$ cat src/rtl/uart_tx_cfg_if.sv
// ---------------------------------------------------------------------------
// uart_tx_cfg_if
//
// Bundles the character handshake, the per-frame configuration and the
// serial line of uart_tx_cfg.
//
//   tx_start      request to send din (honoured only when the transmitter is idle)
//   din[7:0]      character, sent LSB first
//   data_sel[1:0] data length: 00=5, 01=6, 10=7, 11=8 bits
//   parity_sel    parity: 00=none, 01=even, 10=odd, 11=none
//   stop_sel      stop length: 00=1, 01=1.5, 10=2, 11=2 bits
//   tx            serial line, idle high
//   tx_busy       frame in progress
//   tx_done_tick  one-cycle pulse on the last stop baud_tick
//
// master: the FIFO/control-register side that requests characters.
// slave : the transmitter itself.
// ---------------------------------------------------------------------------
interface uart_tx_cfg_if;
  logic       tx_start;
  logic [7:0] din;
  logic [1:0] data_sel;
  logic [1:0] parity_sel;
  logic [1:0] stop_sel;
  logic       tx;
  logic       tx_busy;
  logic       tx_done_tick;

  modport master (
    output tx_start, din, data_sel, parity_sel, stop_sel,
    input  tx, tx_busy, tx_done_tick
  );

  modport slave (
    input  tx_start, din, data_sel, parity_sel, stop_sel,
    output tx, tx_busy, tx_done_tick
  );
endinterface

$ cat src/rtl/uart_tx_cfg.sv
// ---------------------------------------------------------------------------
// uart_tx_cfg
//
// Runtime-configurable UART transmitter. Sends one character per accepted
// tx_start, timing every bit from an external oversampling strobe. Each
// frame supports 5-8 data bits, none/even/odd parity and 1, 1.5 or 2 stop
// bits. The configuration is captured at acceptance, so the control
// register may change mid-frame without corrupting the character on the line.
//
// Parameters:
//   OVERSAMPLE  baud_ticks per bit period (even, >= 4)
//
// Ports:
//   clk        system clock
//   reset_n    asynchronous active-low reset (abandons any frame, line high)
//   baud_tick  one-cycle oversampling strobe
//   bus        uart_tx_cfg_if.slave (tx_start, din, *_sel, tx, tx_busy,
//              tx_done_tick)
//
// Build option:
//   UART_TX_PARITY_EN  compiles in the PARITY state and parity generation.
//                      Without it, parity_sel is ignored and every frame is
//                      sent without a parity bit.
// ---------------------------------------------------------------------------
module uart_tx_cfg #(
  parameter int OVERSAMPLE = 16
) (
  input logic          clk,
  input logic          reset_n,
  input logic          baud_tick,
  uart_tx_cfg_if.slave bus
);

  localparam int TW = $clog2(2 * OVERSAMPLE);

  localparam logic [TW-1:0] BIT_LAST    = TW'(OVERSAMPLE - 1);
  localparam logic [TW-1:0] STOP15_LAST = TW'(3 * OVERSAMPLE / 2 - 1);
  localparam logic [TW-1:0] STOP2_LAST  = TW'(2 * OVERSAMPLE - 1);

  localparam logic [2:0] S_IDLE   = 3'd0;
  localparam logic [2:0] S_START  = 3'd1;
  localparam logic [2:0] S_DATA   = 3'd2;
`ifdef UART_TX_PARITY_EN
  localparam logic [2:0] S_PARITY = 3'd3;
`endif
  localparam logic [2:0] S_STOP   = 3'd4;

  logic [2:0]    state_q, state_d;
  logic [TW-1:0] tick_q, tick_d;
  logic [2:0]    bit_q, bit_d;
  logic [7:0]    shift_q, shift_d;
  logic [1:0]    len_q, len_d;
  logic [1:0]    stop_q, stop_d;
  logic          tx_q, tx_d;
  logic          busy_q;
  logic          done;

  logic          bit_end;
  logic [2:0]    last_bit;
  logic [TW-1:0] stop_last;

`ifdef UART_TX_PARITY_EN
  logic          par_en_q, par_en_d;
  logic          par_bit_q, par_bit_d;
  logic [7:0]    din_mask;
  logic          din_parity;

  // Parity is taken from the unshifted character at acceptance because the
  // shift register no longer holds the data by the time PARITY is reached.
  always_comb begin
    din_mask   = 8'hFF >> (2'd3 - bus.data_sel);
    din_parity = ^(bus.din & din_mask);
  end
`else
  logic unused_parity_sel;
  assign unused_parity_sel = ^bus.parity_sel;
`endif

  assign bit_end  = baud_tick && (tick_q == BIT_LAST);
  assign last_bit = 3'd4 + {1'b0, len_q};

  always_comb begin
    case (stop_q)
      2'b00:   stop_last = BIT_LAST;
      2'b01:   stop_last = STOP15_LAST;
      default: stop_last = STOP2_LAST;
    endcase
  end

  // NOTE: every variable driven here gets a default first, so no path can
  // leave one unassigned and infer a latch.
  always_comb begin
    state_d = state_q;
    tick_d  = tick_q;
    bit_d   = bit_q;
    shift_d = shift_q;
    len_d   = len_q;
    stop_d  = stop_q;
    done    = 1'b0;
`ifdef UART_TX_PARITY_EN
    par_en_d  = par_en_q;
    par_bit_d = par_bit_q;
`endif

    case (state_q)
      S_IDLE: begin
        if (bus.tx_start) begin
          shift_d = bus.din;
          len_d   = bus.data_sel;
          stop_d  = bus.stop_sel;
          tick_d  = '0;
          state_d = S_START;
`ifdef UART_TX_PARITY_EN
          par_en_d  = (bus.parity_sel == 2'b01) || (bus.parity_sel == 2'b10);
          par_bit_d = (bus.parity_sel == 2'b10) ? ~din_parity : din_parity;
`endif
        end
      end

      S_START: begin
        if (bit_end) begin
          tick_d  = '0;
          bit_d   = '0;
          state_d = S_DATA;
        end else if (baud_tick) begin
          tick_d = tick_q + 1'b1;
        end
      end

      S_DATA: begin
        if (bit_end) begin
          tick_d  = '0;
          shift_d = {1'b0, shift_q[7:1]};
          if (bit_q == last_bit) begin
`ifdef UART_TX_PARITY_EN
            state_d = par_en_q ? S_PARITY : S_STOP;
`else
            state_d = S_STOP;
`endif
          end else begin
            // The counter stops at the last index rather than wrapping.
            bit_d = bit_q + 1'b1;
          end
        end else if (baud_tick) begin
          tick_d = tick_q + 1'b1;
        end
      end

`ifdef UART_TX_PARITY_EN
      S_PARITY: begin
        if (bit_end) begin
          tick_d  = '0;
          state_d = S_STOP;
        end else if (baud_tick) begin
          tick_d = tick_q + 1'b1;
        end
      end
`endif

      S_STOP: begin
        if (baud_tick && (tick_q == stop_last)) begin
          done    = 1'b1;
          tick_d  = '0;
          state_d = S_IDLE;
        end else if (baud_tick) begin
          tick_d = tick_q + 1'b1;
        end
      end

      default: state_d = S_IDLE;
    endcase
  end

  // The line value is decoded from the next state so the registered tx
  // changes on the same edge as the state it belongs to.
  always_comb begin
    case (state_d)
      S_START:  tx_d = 1'b0;
      S_DATA:   tx_d = shift_d[0];
`ifdef UART_TX_PARITY_EN
      S_PARITY: tx_d = par_bit_d;
`endif
      default:  tx_d = 1'b1;
    endcase
  end

  // NOTE: sequential state uses non-blocking assignments only, so every
  // register samples the pre-edge values regardless of statement order.
  always_ff @(posedge clk or negedge reset_n) begin
    if (!reset_n) begin
      state_q <= S_IDLE;
      tick_q  <= '0;
      bit_q   <= '0;
      shift_q <= '0;
      len_q   <= '0;
      stop_q  <= '0;
      tx_q    <= 1'b1;
      busy_q  <= 1'b0;
`ifdef UART_TX_PARITY_EN
      par_en_q  <= 1'b0;
      par_bit_q <= 1'b0;
`endif
    end else begin
      state_q <= state_d;
      tick_q  <= tick_d;
      bit_q   <= bit_d;
      shift_q <= shift_d;
      len_q   <= len_d;
      stop_q  <= stop_d;
      tx_q    <= tx_d;
      busy_q  <= (state_d != S_IDLE);
`ifdef UART_TX_PARITY_EN
      par_en_q  <= par_en_d;
      par_bit_q <= par_bit_d;
`endif
    end
  end

  assign bus.tx           = tx_q;
  assign bus.tx_busy      = busy_q;
  assign bus.tx_done_tick = done;

endmodule

$ cat src/flat_wrapper.sv
// flat-port wrapper written by rule: the top's interface ports become plain ports
module uart_tx_cfg_flat 
#(
  parameter int OVERSAMPLE = 16
)
  (clk, reset_n, baud_tick, bus_tx_start, bus_din, bus_data_sel, bus_parity_sel, bus_stop_sel, bus_tx, bus_tx_busy, bus_tx_done_tick);
  uart_tx_cfg_if bus_i ();
  input logic clk;
  input logic reset_n;
  input logic baud_tick;
  input wire logic [$bits(bus_i.tx_start)-1:0] bus_tx_start;
  input wire logic [$bits(bus_i.din)-1:0] bus_din;
  input wire logic [$bits(bus_i.data_sel)-1:0] bus_data_sel;
  input wire logic [$bits(bus_i.parity_sel)-1:0] bus_parity_sel;
  input wire logic [$bits(bus_i.stop_sel)-1:0] bus_stop_sel;
  output wire logic [$bits(bus_i.tx)-1:0] bus_tx;
  output wire logic [$bits(bus_i.tx_busy)-1:0] bus_tx_busy;
  output wire logic [$bits(bus_i.tx_done_tick)-1:0] bus_tx_done_tick;
  assign bus_i.tx_start = bus_tx_start;
  assign bus_i.din = bus_din;
  assign bus_i.data_sel = bus_data_sel;
  assign bus_i.parity_sel = bus_parity_sel;
  assign bus_i.stop_sel = bus_stop_sel;
  assign bus_tx = bus_i.tx;
  assign bus_tx_busy = bus_i.tx_busy;
  assign bus_tx_done_tick = bus_i.tx_done_tick;
  uart_tx_cfg #(.OVERSAMPLE(OVERSAMPLE)) u_core (.clk(clk), .reset_n(reset_n), .baud_tick(baud_tick), .bus(bus_i));
endmodule
$ cat config.mk
export PLATFORM = sky130hd
export DESIGN_NAME = uart_tx_cfg_flat
export DESIGN_NICKNAME = d
export VERILOG_FILES = /design/src/rtl/uart_tx_cfg_if.sv /design/src/rtl/uart_tx_cfg.sv /design/src/flat_wrapper.sv
export SDC_FILE = /design/constraint.sdc
export NUM_CORES = 1
export LEC_CHECK = 0
export BUFFER_PORTS_ARGS = -buffer_cell sky130_fd_sc_hd__buf_2
export CAP_MARGIN = 20
export CORE_MARGIN = 2
export CORE_UTILIZATION = 55
export DETAILED_ROUTE_END_ITERATION = 10
export HOLD_SLACK_MARGIN = 0.1
export PLACE_DENSITY = 0.78
export REMOVE_ABC_BUFFERS = 1
export SLEW_MARGIN = 20
export SYNTH_ARGS = -nofsm -noshare
export SYNTH_HDL_FRONTEND = slang
export SYNTH_SLANG_ARGS = --single-unit
$ cat constraint.sdc
create_clock -name clk -period 2.3 [get_ports clk]
set_input_delay 0.115 -clock clk [delete_from_list [all_inputs] [get_ports clk]]
set_output_delay 0.115 -clock clk [all_outputs]
set_load 0.02 [all_outputs]
# Yosys cells after proc, flatten, opt, wreduce, memory -nomap -nowiden
# Cells that the tools add are included.
# totals
reg_bits	25
out_inout_bits	3
elab_cells	60
# op_classes
addsub	3
eq_ne	13
n_mux	22
n_reduce_logical	13
# op_table
op	n
3-bit two-way mux	8
5-bit two-way mux	4
8-bit two-way mux	2
8-bit case mux with 2 select lines	1
5-bit case mux with 3 select lines	1
3-bit case mux with 4 select lines	1
5-bit case mux with 2 select lines	1
3-bit by 1-bit equality test with 1-bit output (second input constant)	2
3-bit by 2-bit equality test with 1-bit output (second input constant)	2
3-bit case mux with 2 select lines	1
3-bit nonzero test	2
5-bit by 1-bit adder with 5-bit output (second input constant)	1
5-bit by 4-bit equality test with 1-bit output (second input constant)	1
5-bit equality test	1
2-bit by 1-bit inequality test with 1-bit output (second input constant)	2
2-bit inequality test (second input constant)	2
2-bit AND reduction	2
4-bit AND reduction	1
2-bit nonzero test	2
3-bit by 1-bit adder with 3-bit output (second input constant)	1
3-bit by 2-bit adder with 3-bit output (first input constant)	1
3-bit equality test	1
3-bit equality test (second input constant)	1
3-bit zero test	1
7 further kinds	9

# Depth between registers and ports, before layout
# Gate-level depths: netlist (run 1).
# logic_depth
word_depth	8
ltp_mapped	9
mapped_depth_nobuf	8

# Worst setup path before layout (run 1)
# Ideal clock, no wire load.
# synth_timing
kind	register -> register
startpoint	register u_core.tick_q[0]
endpoint	register u_core.tick_q[0]
arrival_time_ns	1.961
t_required_ns	2.179
path_slack_ns	0.218
stages_incl_launch_ff	9
path_buffers	0
synth_period_minus_slack_ns	2.082
path_cell_list	dfrtp_1 ha_1 and3_1 ha_1 and2_1 o32ai_1 o31a_1 a211o_1 a22o_1
# synth_via
elab_chain_len	4
# synth_lines
item	line	text
start, declared	uart_tx_cfg.sv:49	logic [TW-1:0] tick_q, tick_d;
start signal, assigned	uart_tx_cfg.sv:205	tick_q <= tick_d;
5-bit by 1-bit adder with 5-bit output, or another cell as far along	uart_tx_cfg.sv:126, uart_tx_cfg.sv:145, uart_tx_cfg.sv:166	
5-bit two-way mux, or another cell as far along	uart_tx_cfg.sv:125, uart_tx_cfg.sv:144, uart_tx_cfg.sv:165	
5-bit two-way mux (on tied branches)	uart_tx_cfg.sv:161, uart_tx_cfg.sv:121	
5-bit case mux with 3 select lines *	uart_tx_cfg.sv:105	case (state_q)
# Every way passes the cells marked *; elsewhere a longest branch is shown, timed or not.
# A chain may end at the register's enable or synchronous reset.

# Final worst setup path (run 1)
# Same ends and word-level chain as after synthesis.

==> impl_metrics.ini, run 1 <==
[routing]
antenna_left = 0
wl_per_cell_microns = 13.8
route.detailed.drc = 0
drt-total-wl_microns = 2640
drtPass1Iterations = 4
via_per_inst = 5.67
dr.first_iter.drc_count = 30
dr_total_vias = 1089

[worst_setup_path]
end_kind = register
worstSetupPathType = register to register
path_max_fanout = 6
crit_top_cell = ha_1
crit_family = compound AO/OA/AOI/OAI gates
crit_cells = 8
critPathBufInv = 0
worstSetupEndpoint = u_core.tick_q[0]
slowest_stage = dfrtp_1
required_ns = 2.52
rr_worst_depth = 8
crit-reg2reg-launch = u_core.tick_q[0]
r2r-end = u_core.tick_q[0]
arrival_ns = 2.39
cp-startpoint = u_core.tick_q[0]
slowest_delay_ns = 0.42
crit_chain = ha_1 > and3_1 > ha_1 > and2_4 > o32ai_1 > o31a_1 > a211o_1 > a22o_1
reg2reg_setup_slack_ns = 0.13
start_kind = register

[sta]
slew_violations = 0
setup_viol = 0
whs_ns = 0.182
fin_tns_setup_ns = 0
clock_skew_ns = 0.00885
tightest_slew_ns = 0.560
rsz0062_at_grt = no
max_freq_ghz = 0.461
min_period_over_period = 0.943
hold_violations = 0
period_needed_ns = 2.17
max_slew_margin = 0.626

[pwr]
p_leak_uw = 0.000738
p_per_area_nw_per_um2 = 959
vdd_drop_max_uv = 740

[grt]
grt_usage = 0.232
grt_pass1_vias = 1114
grt_max_degree = 26
grt_pass1_wl_microns = 4670
grt-ovfl-total = 0
antenna_found_initial = 0

[floorplanning]
initial_utilization = 0.584
core_area_sq_um = 2230
ioPinCount = 21
die_w_microns = 52.7
die_h_microns = 52.7
die-area_sq_um = 2780
rows = 17

[logic_synthesis]
synth-warning-count = 0
synth_edf_count = 0
synth_simple_gate_area_frac = 0.192
synthCells = 131
synth.distinct_cells = 42
synth_compound_area_frac = 0.174
yosys.area.top_type_share = 0.460
yosysTopAreaCell = dfrtp_1
synth_xor_area_frac = 0.0336
synth_adder_area_share = 0.0364
ys.flop_type = dfrtp_1
synth_top_family_by_area = simple AND/OR/NAND/NOR gates
synth-seq-cells = 25
synth_mux_area_frac = 0.0422
avgSynthCellArea_sq_um = 9.96
synth-async-reset-ratio = 1.00
yosysSeqAreaShare = 0.480
synth.area.top_cells = dfrtp_1, nand2_1, a22oi_1
syn_area_sq_um = 1310

[cts]
cts_tree = built
ctsRootBufferMaster = clkbuf_4
cts_sinks = 25
cts.path.max_buffers = 2
cts_htree_levels = 1
clock_latency_ns = 0.33
cts_buffers = 3
clk_pin_slew_ns = 0.13

[worst_hold_path]
worstHoldPathType = input port to register

[flow_run]
cap_violations = 0

[layout]
fin_area_sq_um = 1600
syn2layout_area_growth_pct = 22.5
stdcell_count = 192
fin_nets = 186
antenna_cells = 0
final_layout_size_suffix_gt1_frac = 0.220

[outcome]
status = finished, final reports clean

[place]
io_buffers = 18
place_congestion = 0.830
hpwlAfterDp_microns = 1880
post_dp_cell_area_sq_um = 1420
place_inst = 174
[how the worst min path moves through the flow]
stage | startpoint | endpoint | cells after the start
floorplan | reset_n | u_core.bit_q[0] | 0
global placement | reset_n | u_core.bit_q[1] | 1
detailed placement | reset_n | u_core.bit_q[1] | 1
CTS | bus_tx_start | u_core.tick_q[2] | 4
global route | bus_tx_start | u_core.tick_q[2] | 4
finish | bus_tx_start | u_core.tick_q[2] | 4
[cells by family (layout without fill, tap and decap cells)]
| kind of cell | Yosys count | count (layout) |
|---|---|---|
| flip-flops | 25 | 25 |
| adder cells (fa/ha/maj) | 4 | 4 |
| buffers and inverters | 12 | 45 |
| AND/OR/NAND/NOR | 50 | 50 |
| AO/OA/AOI/OAI | 30 | 30 |
| XOR/XNOR | 5 | 5 |
| multiplexers | 5 | 5 |
[flip-flops by register name (all words and copies together) (netlist names)]
| signal | count |
|---|---|
| u_core.bus.tx | 1 |
| u_core.state_q | 3 |
| u_core.bus.tx_busy | 1 |
| u_core.tick_q | 5 |
| u_core.stop_q | 2 |
| u_core.len_q | 2 |
| u_core.shift_q | 8 |
| u_core.bit_q | 3 |
[cell usage in the layout, fill, tap and decap left out, drive strengths merged, types with 2 or more instances in the layout]
| cell type | Yosys | final |
|---|---|---|
| dfrtp | 24 | 24 |
| nand2 | 22 | 22 |
| buf | 5 | 21 |
| dlygate4sd3 | 0 | 14 |
| a22oi | 7 | 7 |
| nor2 | 7 | 7 |
| inv | 6 | 6 |
| xnor2 | 5 | 5 |
| and3 | 4 | 4 |
| mux2 | 4 | 4 |
| nand3 | 3 | 3 |
| nor3 | 3 | 3 |
| a22o | 3 | 3 |
| o2bb2ai | 3 | 3 |
| ha | 3 | 3 |
| clkbuf | 1 | 3 |
| o21ai | 3 | 3 |
| a31oi | 2 | 2 |
| o21a | 2 | 2 |
| nand4 | 2 | 2 |
| nor4 | 2 | 2 |
| nor4b | 2 | 2 |
| o31ai | 2 | 2 |
[tightest hold or removal path: cells and delay by family]
| kind | cells | cell delay [ns] |
|---|---|---|
| buffers and inverters | 1 | 0.09 |
| AOI/OAI and AO/OA | 1 | 0.16 |
| and+or+nand+nor | 2 | 0.11 |
[layer usage]
metal / share of wire / track usage
met1: 0.45 / 0.265
met2: 0.50 / 0.417
met3: 0.030 / 0.0343
met4: 0.021 / 0.111
met5: 0 / 0
[Yosys cell counts (4+ instances only)]
library cell,number
dfrtp_1,24
nand2_1,22
a22oi_1,7
inv_1,6
nor2_1,6
xnor2_1,5
and3_1,4
buf_2,4
mux2_2,4
[through the flow]
stage	utilization	total power (uW)	setup WS, ns
after floorplan	-	1150	0.218
after global placement	0.636	1270	0.170
after detailed placement	0.636	1320	0.0754
after CTS	0.713	1540	0.0511
after global routing	0.716	1660	0.0293
final	0.716	1530	0.132
[cell type report]
class | instances | area, sq um
fill | 180 | 634
multi-input combinational | 94 | 632
sequential | 25 | 627
timing repair buffer | 35 | 253
tap | 28 | 35.0
clock buffer | 3 | 22.5
inverter | 6 | 22.5
clock inverter | 1 | 7.51
[power breakdown]
group          internal [uW]  switching [uW]
registers                615             143
logic                    286             286
clock network           66.6             136
total                    968             565
[what timing repair did]
action	in CTS	in global routing
resized for setup	0	3
hold buffers	14	0
endpoints found under the setup margin	0	3
hold endpoints to repair	37	0
buffers inserted	0	0
No activity file was read; power rests on OpenSTA's default activity.
==> run 2, diff against run 1 <==
- ABC_AREA: default -> 1
- PLACE_DENSITY: 0.78 -> 0.77
==> run 2 against run 1 <==
Non-clock buffer count decreased by 5. Routed wire length increased by 6.0%. Combinational power decreased by 24%. Sequential cell count unchanged. Final area increased by 5.5%. Register-to-register slack improved by 0.33 ns. Largest cell class unchanged.
==> impl_metrics.ini, run 2 <==
[logic_synthesis]
yosysSeqAreaShare = 0.438
synthCells = 178
synth_compound_area_frac = 0.0752
synth-seq-cells = 25
synth_top_family_by_area = simple AND/OR/NAND/NOR gates
synth_edf_count = 0
synth_mux_area_frac = 0
synth.distinct_cells = 27
yosysTopAreaCell = dfrtp_1
yosys.area.top_type_share = 0.420
avgSynthCellArea_sq_um = 8.04
synth-async-reset-ratio = 1.00
synth_simple_gate_area_frac = 0.362
synth_adder_area_share = 0.0262
syn_area_sq_um = 1430
synthMostInstantiatedCell = nand2_1
synth.area.top_cells = dfrtp_1, nand2_1, nand3_1
synth-warning-count = 0
ys.flop_type = dfrtp_1
synthTopCellsByCount = nand2_1, dfrtp_1, inv_1
synth_xor_area_frac = 0.0306

[sta]
max_slew_margin = 0.642
hold_violations = 0
fin_ws_ns = 0.466
tightest_slew_ns = 0.538
setup_viol = 0
max_freq_ghz = 0.545
clock_skew_ns = 0.00441
period_needed_ns = 1.83
min_period_over_period = 0.797
slew_violations = 0
rsz0062_at_grt = no
fin_tns_setup_ns = 0
whs_ns = 0.194

[routing]
drt-total-wl_microns = 2800
dr.first_iter.drc_count = 23
wl_per_cell_microns = 11.7
drtPass1Iterations = 4
antenna_left = 0
via_per_inst = 5.14
dr_total_vias = 1233
route.detailed.drc = 0

[worst_setup_path]
rr_worst_depth = 11
cp-startpoint = u_core.tick_q[0]
slowest_delay_ns = 0.46
crit_cells = 11
end_kind = register
crit_family = simple AND/OR/NAND/NOR gates
crit_chain = ha_1 > nand2_1 > nor2_1 > ha_1 > nand2_4 > nor2_4 > inv_2 > nand2_2 > o21ai_2 > nand2_1 > nand2_1
path_max_fanout = 10
worstSetupPathType = register to register
required_ns = 2.53
r2r-end = u_core.bit_q[1]
crit-reg2reg-launch = u_core.tick_q[0]
critPathBufInv = 1
crit_top_cell = nand2_1
worstSetupEndpoint = u_core.bit_q[1]
slowest_stage = dfrtp_1
start_kind = register
arrival_ns = 2.06
reg2reg_setup_slack_ns = 0.47

[place]
hpwlAfterDp_microns = 2030
preCtsSetupSlack_ns = 0.505
place_congestion = 0.756
io_buffers = 18

[layout]
syn2layout_area_growth_pct = 17.8
fin_nets = 232
reg_top3 = u_core.shift_q: 8 flops, u_core.tick_q: 5 flops
fin_util = 0.681
antenna_cells = 0
largest-register = u_core.shift_q
final_cell_mix = nand2_1, dfrtp_1, inv_1, buf_2, nand3_1
final_common_cell = nand2_1
largest_register_ffs = 8
final_layout_size_suffix_gt1_frac = 0.190

[pwr]
pwr-share-clk = 0.149
vdd_drop_max_uv = 568
comb_power_share = 0.328
p_seq_frac = 0.524
p_int_uw = 839
p_leak_uw = 0.000907
switchingPower_uw = 489
p_per_area_nw_per_um2 = 788
swShare = 0.368
power_uw = 1330

[cts]
cts_tree = built
cts.path.max_buffers = 2
cts_sinks = 25
ctsRootBufferMaster = clkbuf_4
cts_buffers = 3
clock_latency_ns = 0.32
cts_htree_levels = 1
post-cts-setup-buffers = 0
clk_pin_slew_ns = 0.13

[floorplanning]
die_h_microns = 55.0
core_area_sq_um = 2480
die_w_microns = 55.0
ioPinCount = 21
die-area_sq_um = 3030
rows = 18
initial_utilization = 0.578

[grt]
use_met3 = 0.0323
grt_pass1_vias = 1132
grt_max_degree = 26
grt_usage = 0.221
busiest_layer = met2
grt_pass1_wl_microns = 4710
grtUsageMet1 = 0.280
grt-ovfl-total = 0
antenna_found_initial = 0
grt_util_met2 = 0.385

[outcome]
status = finished, final reports clean

[worst_hold_path]
worstHoldPathType = input port to register

[flow_run]
cap_violations = 0
run 2: power groups by stage:
stage	combinational, uW	clock (uW)	sequential, uW
after floorplan	318	0	688
after global placement	395	0	696
after detailed placement	420	0	705
after CTS	437	205	696
after global routing	514	225	717
final	436	197	695
run 2: layout make-up:
cell class | count | area, sq um
inverter | 21 | 78.8
fill | 221 | 791
timing repair buffer | 30 | 210
clock buffer | 4 | 26.3
sequential | 25 | 627
multi-input combinational | 130 | 707
tap | 30 | 37.5
run 2: cell families (layout without fill, tap and decap cells):
group,Yosys count,after routing
AO/OA/AOI/OAI,15,15
AND/OR/NAND/NOR,107,107
XOR/XNOR,5,5
adder cells (fa/ha/maj),3,3
buffers and inverters,23,55
flip-flops,25,25
run 2: repair_timing:
item,CTS,global route
hold endpoints to repair,35,0
resized for setup,0,0
hold buffers,12,0
run 2: tightest hold or removal path, stage by stage:
cell and delay [ns]:
buf_2 0.11, o22ai_2 0.14, nand2_1 0.08, nand2_1 0.05
run 2: how the worst min path moves through the flow:
stage / depth (start not counted) / startpoint / end
global route: 4 / bus_tx_start / u_core.tick_q[2]
detailed placement: 1 / reset_n / u_core.tick_q[3]
global placement: 1 / reset_n / u_core.tick_q[3]
floorplan: 0 / reset_n / u_core.bit_q[0]
CTS: 4 / bus_tx_start / u_core.tick_q[2]
finish: 4 / bus_tx_start / u_core.tick_q[2]
run 2: layer usage:
layer  share of wire  up-vias  wire, microns
li1                -      630              -
met1            0.45      570           1270
met2            0.49       28           1380
met3           0.040        5            111
met4           0.016        0             44
met5               0        -              0
run 2: stage by stage:
stage | area, sq um | std cells
finish | 1690 | 240
CTS | 1690 | 240
floorplan | 1410 | 176
global placement | 1540 | 224
detailed placement | 1540 | 224
global route | 1690 | 240
==> run 3, diff against run 2 <==
- CORE_UTILIZATION: 55 -> 50
- PLACE_DENSITY: 0.77 -> 0.74
- clock period: 2.3 -> 1.6 ns (I/O delays scaled with it)
==> run 3 against run 2 <==
The flow now finishes with violations (negative setup slack). Critical path type unchanged. Register-to-register slack got worse by 0.51 ns. Critical endpoint is now u_core.bus.tx. Hold slack got worse by 0.048 ns. Sequential cell count did not move. Highest routed layer unchanged.
==> impl_metrics.ini, run 3 (synthesis results as in run 2) <==
[sta]
clock_skew_ns = 0.00680
setup_viol = 4
slew_violations = 0
period_needed_ns = 1.65
hold_violations = 0
fin_tns_setup_ns = -0.0918
max_freq_ghz = 0.607
tightest_slew_ns = 0.576
min_period_over_period = 1.03
rsz0062_at_grt = yes
fin_ws_ns = -0.0481
max_slew_margin = 0.616

[layout]
n_fill_cell = 212
final_common_cell = nand2_1
multi_input_area_sq_um = 761
reg_top3 = u_core.shift_q: 8 flops, u_core.tick_q: 5 flops
final_cell_mix = nand2_1, dfrtp_1, buf_4
antenna_cells = 0
final_layout_size_suffix_gt1_frac = 0.364
syn2layout_area_growth_pct = 37.9
stdcell_count = 267
fin_nets = 258
largest_register_ffs = 8
fin_util = 0.722
largest-register = u_core.shift_q
seq_area_sq_um = 627

[cts]
clk_pin_slew_ns = 0.14
cts_htree_levels = 1
ctsRootBufferMaster = clkbuf_4
cts_sinks = 25
cts_tree = built
cts_buffers = 3
clock_latency_ns = 0.33
cts.path.max_buffers = 2

[pwr]
p_seq_frac = 0.440
p_per_area_nw_per_um2 = 1110
switchingPower_uw = 816
comb_power_share = 0.426
swShare = 0.373
pwr-share-clk = 0.134
p_leak_uw = 0.00105
power_uw = 2180
p_int_uw = 1370
vdd_drop_max_uv = 789

[grt]
grt_usage = 0.221
grt-ovfl-total = 0
antenna_found_initial = 0
grt_max_degree = 26
grt_pass1_vias = 1368
grt_pass1_wl_microns = 5640

[floorplanning]
die_w_microns = 57.5
ioPinCount = 21
die_h_microns = 57.5
initial_utilization = 0.524
die-area_sq_um = 3310
rows = 19
core_area_sq_um = 2730

[worst_setup_path]
reg2reg_setup_slack_ns = -0.05
cp-startpoint = u_core.tick_q[0]
required_ns = 1.88
arrival_ns = 1.92
worstSetupEndpoint = u_core.bus.tx
end_kind = register
rr_worst_depth = 12
path_max_fanout = 6
worstSetupPathType = register to register
start_kind = register
crit-reg2reg-launch = u_core.tick_q[0]
r2r-end = u_core.bus.tx

[place]
io_buffers = 18
hpwlAfterDp_microns = 2300
place_congestion = 0.871
place_inst = 236

[flow_run]
cap_violations = 0

[routing]
antenna_left = 0
dr.first_iter.drc_count = 63
route.detailed.drc = 0
dr_total_vias = 1375
drtPass1Iterations = 4
drt-total-wl_microns = 3490
via_per_inst = 5.15
wl_per_cell_microns = 13.1

[outcome]
violations = negative setup slack
status = finished, violations left

[worst_hold_path]
worstHoldPathType = input port to register
run 3: stage by stage:
step                setup slack [ns]  hold WS (ns)  area, sq um
floorplan                     0.0140        -0.216         1410
global placement             -0.0147        0.0946         1640
detailed placement           -0.0593         0.108         1640
CTS                          -0.0345         0.132         1850
global route                  -0.197         0.162         1970
finish                       -0.0481         0.146         1970
run 3: power by group through the flow:
stage	sequential [uW]	combinational, uW	clock, uW
after floorplan	989	457	0
after global placement	956	723	0
after detailed placement	965	761	0
after CTS	949	827	302
after global routing	984	1060	322
final	962	930	292
run 3: worst min path at each step:
stage | cells after the start | endpoint | from | slack (ns)
after floorplan | 0 | u_core.bit_q[0] | reset_n | -0.22
after global placement | 1 | u_core.tick_q[2] | reset_n | 0.09
after detailed placement | 1 | u_core.stop_q[1] | reset_n | 0.11
after CTS | 4 | u_core.tick_q[2] | bus_tx_start | 0.13
after global routing | 4 | u_core.tick_q[2] | bus_tx_start | 0.16
final | 4 | u_core.tick_q[2] | bus_tx_start | 0.15
run 3: cell type report:
cell class / count / share of cell area
multi-input combinational: 130 / 0.385
sequential: 25 / 0.317
clock buffer: 3 / 0.0114
clock inverter: 1 / 0.00253
inverter: 21 / 0.0412
timing repair buffer: 56 / 0.222
tap: 31 / 0.0196
run 3: per-layer routing:
metal / vias up / GRT usage / wire length, microns
met5: - / 0 / 0
met4: 0 / 0.0997 / 47
met3: 5 / 0.0317 / 116
met2: 29 / 0.412 / 1970
met1: 658 / 0.245 / 1360
li1: 683 / - / -
run 3: critical path: stages, from the launching register on:
cell	delay, ns
dfrtp_1	0.38
ha_2	0.20
nand2_2	0.06
nor2_2	0.08
ha_2	0.19
nand2_4	0.09
buf_4	0.16
nand2_1	0.08
nand2_2	0.07
nand2_2	0.06
o211ai_1	0.11
nand2_1	0.09
nand2_1	0.05
run 3: what timing repair did:
item | 4_1_cts | 5_1_grt
hold endpoints to repair | 35 | 0
pin swaps | 14 | 13
resized for setup | 9 | 20
hold buffers | 12 | 0
setup endpoints to repair | 8 | 20
buffers inserted | 6 | 10
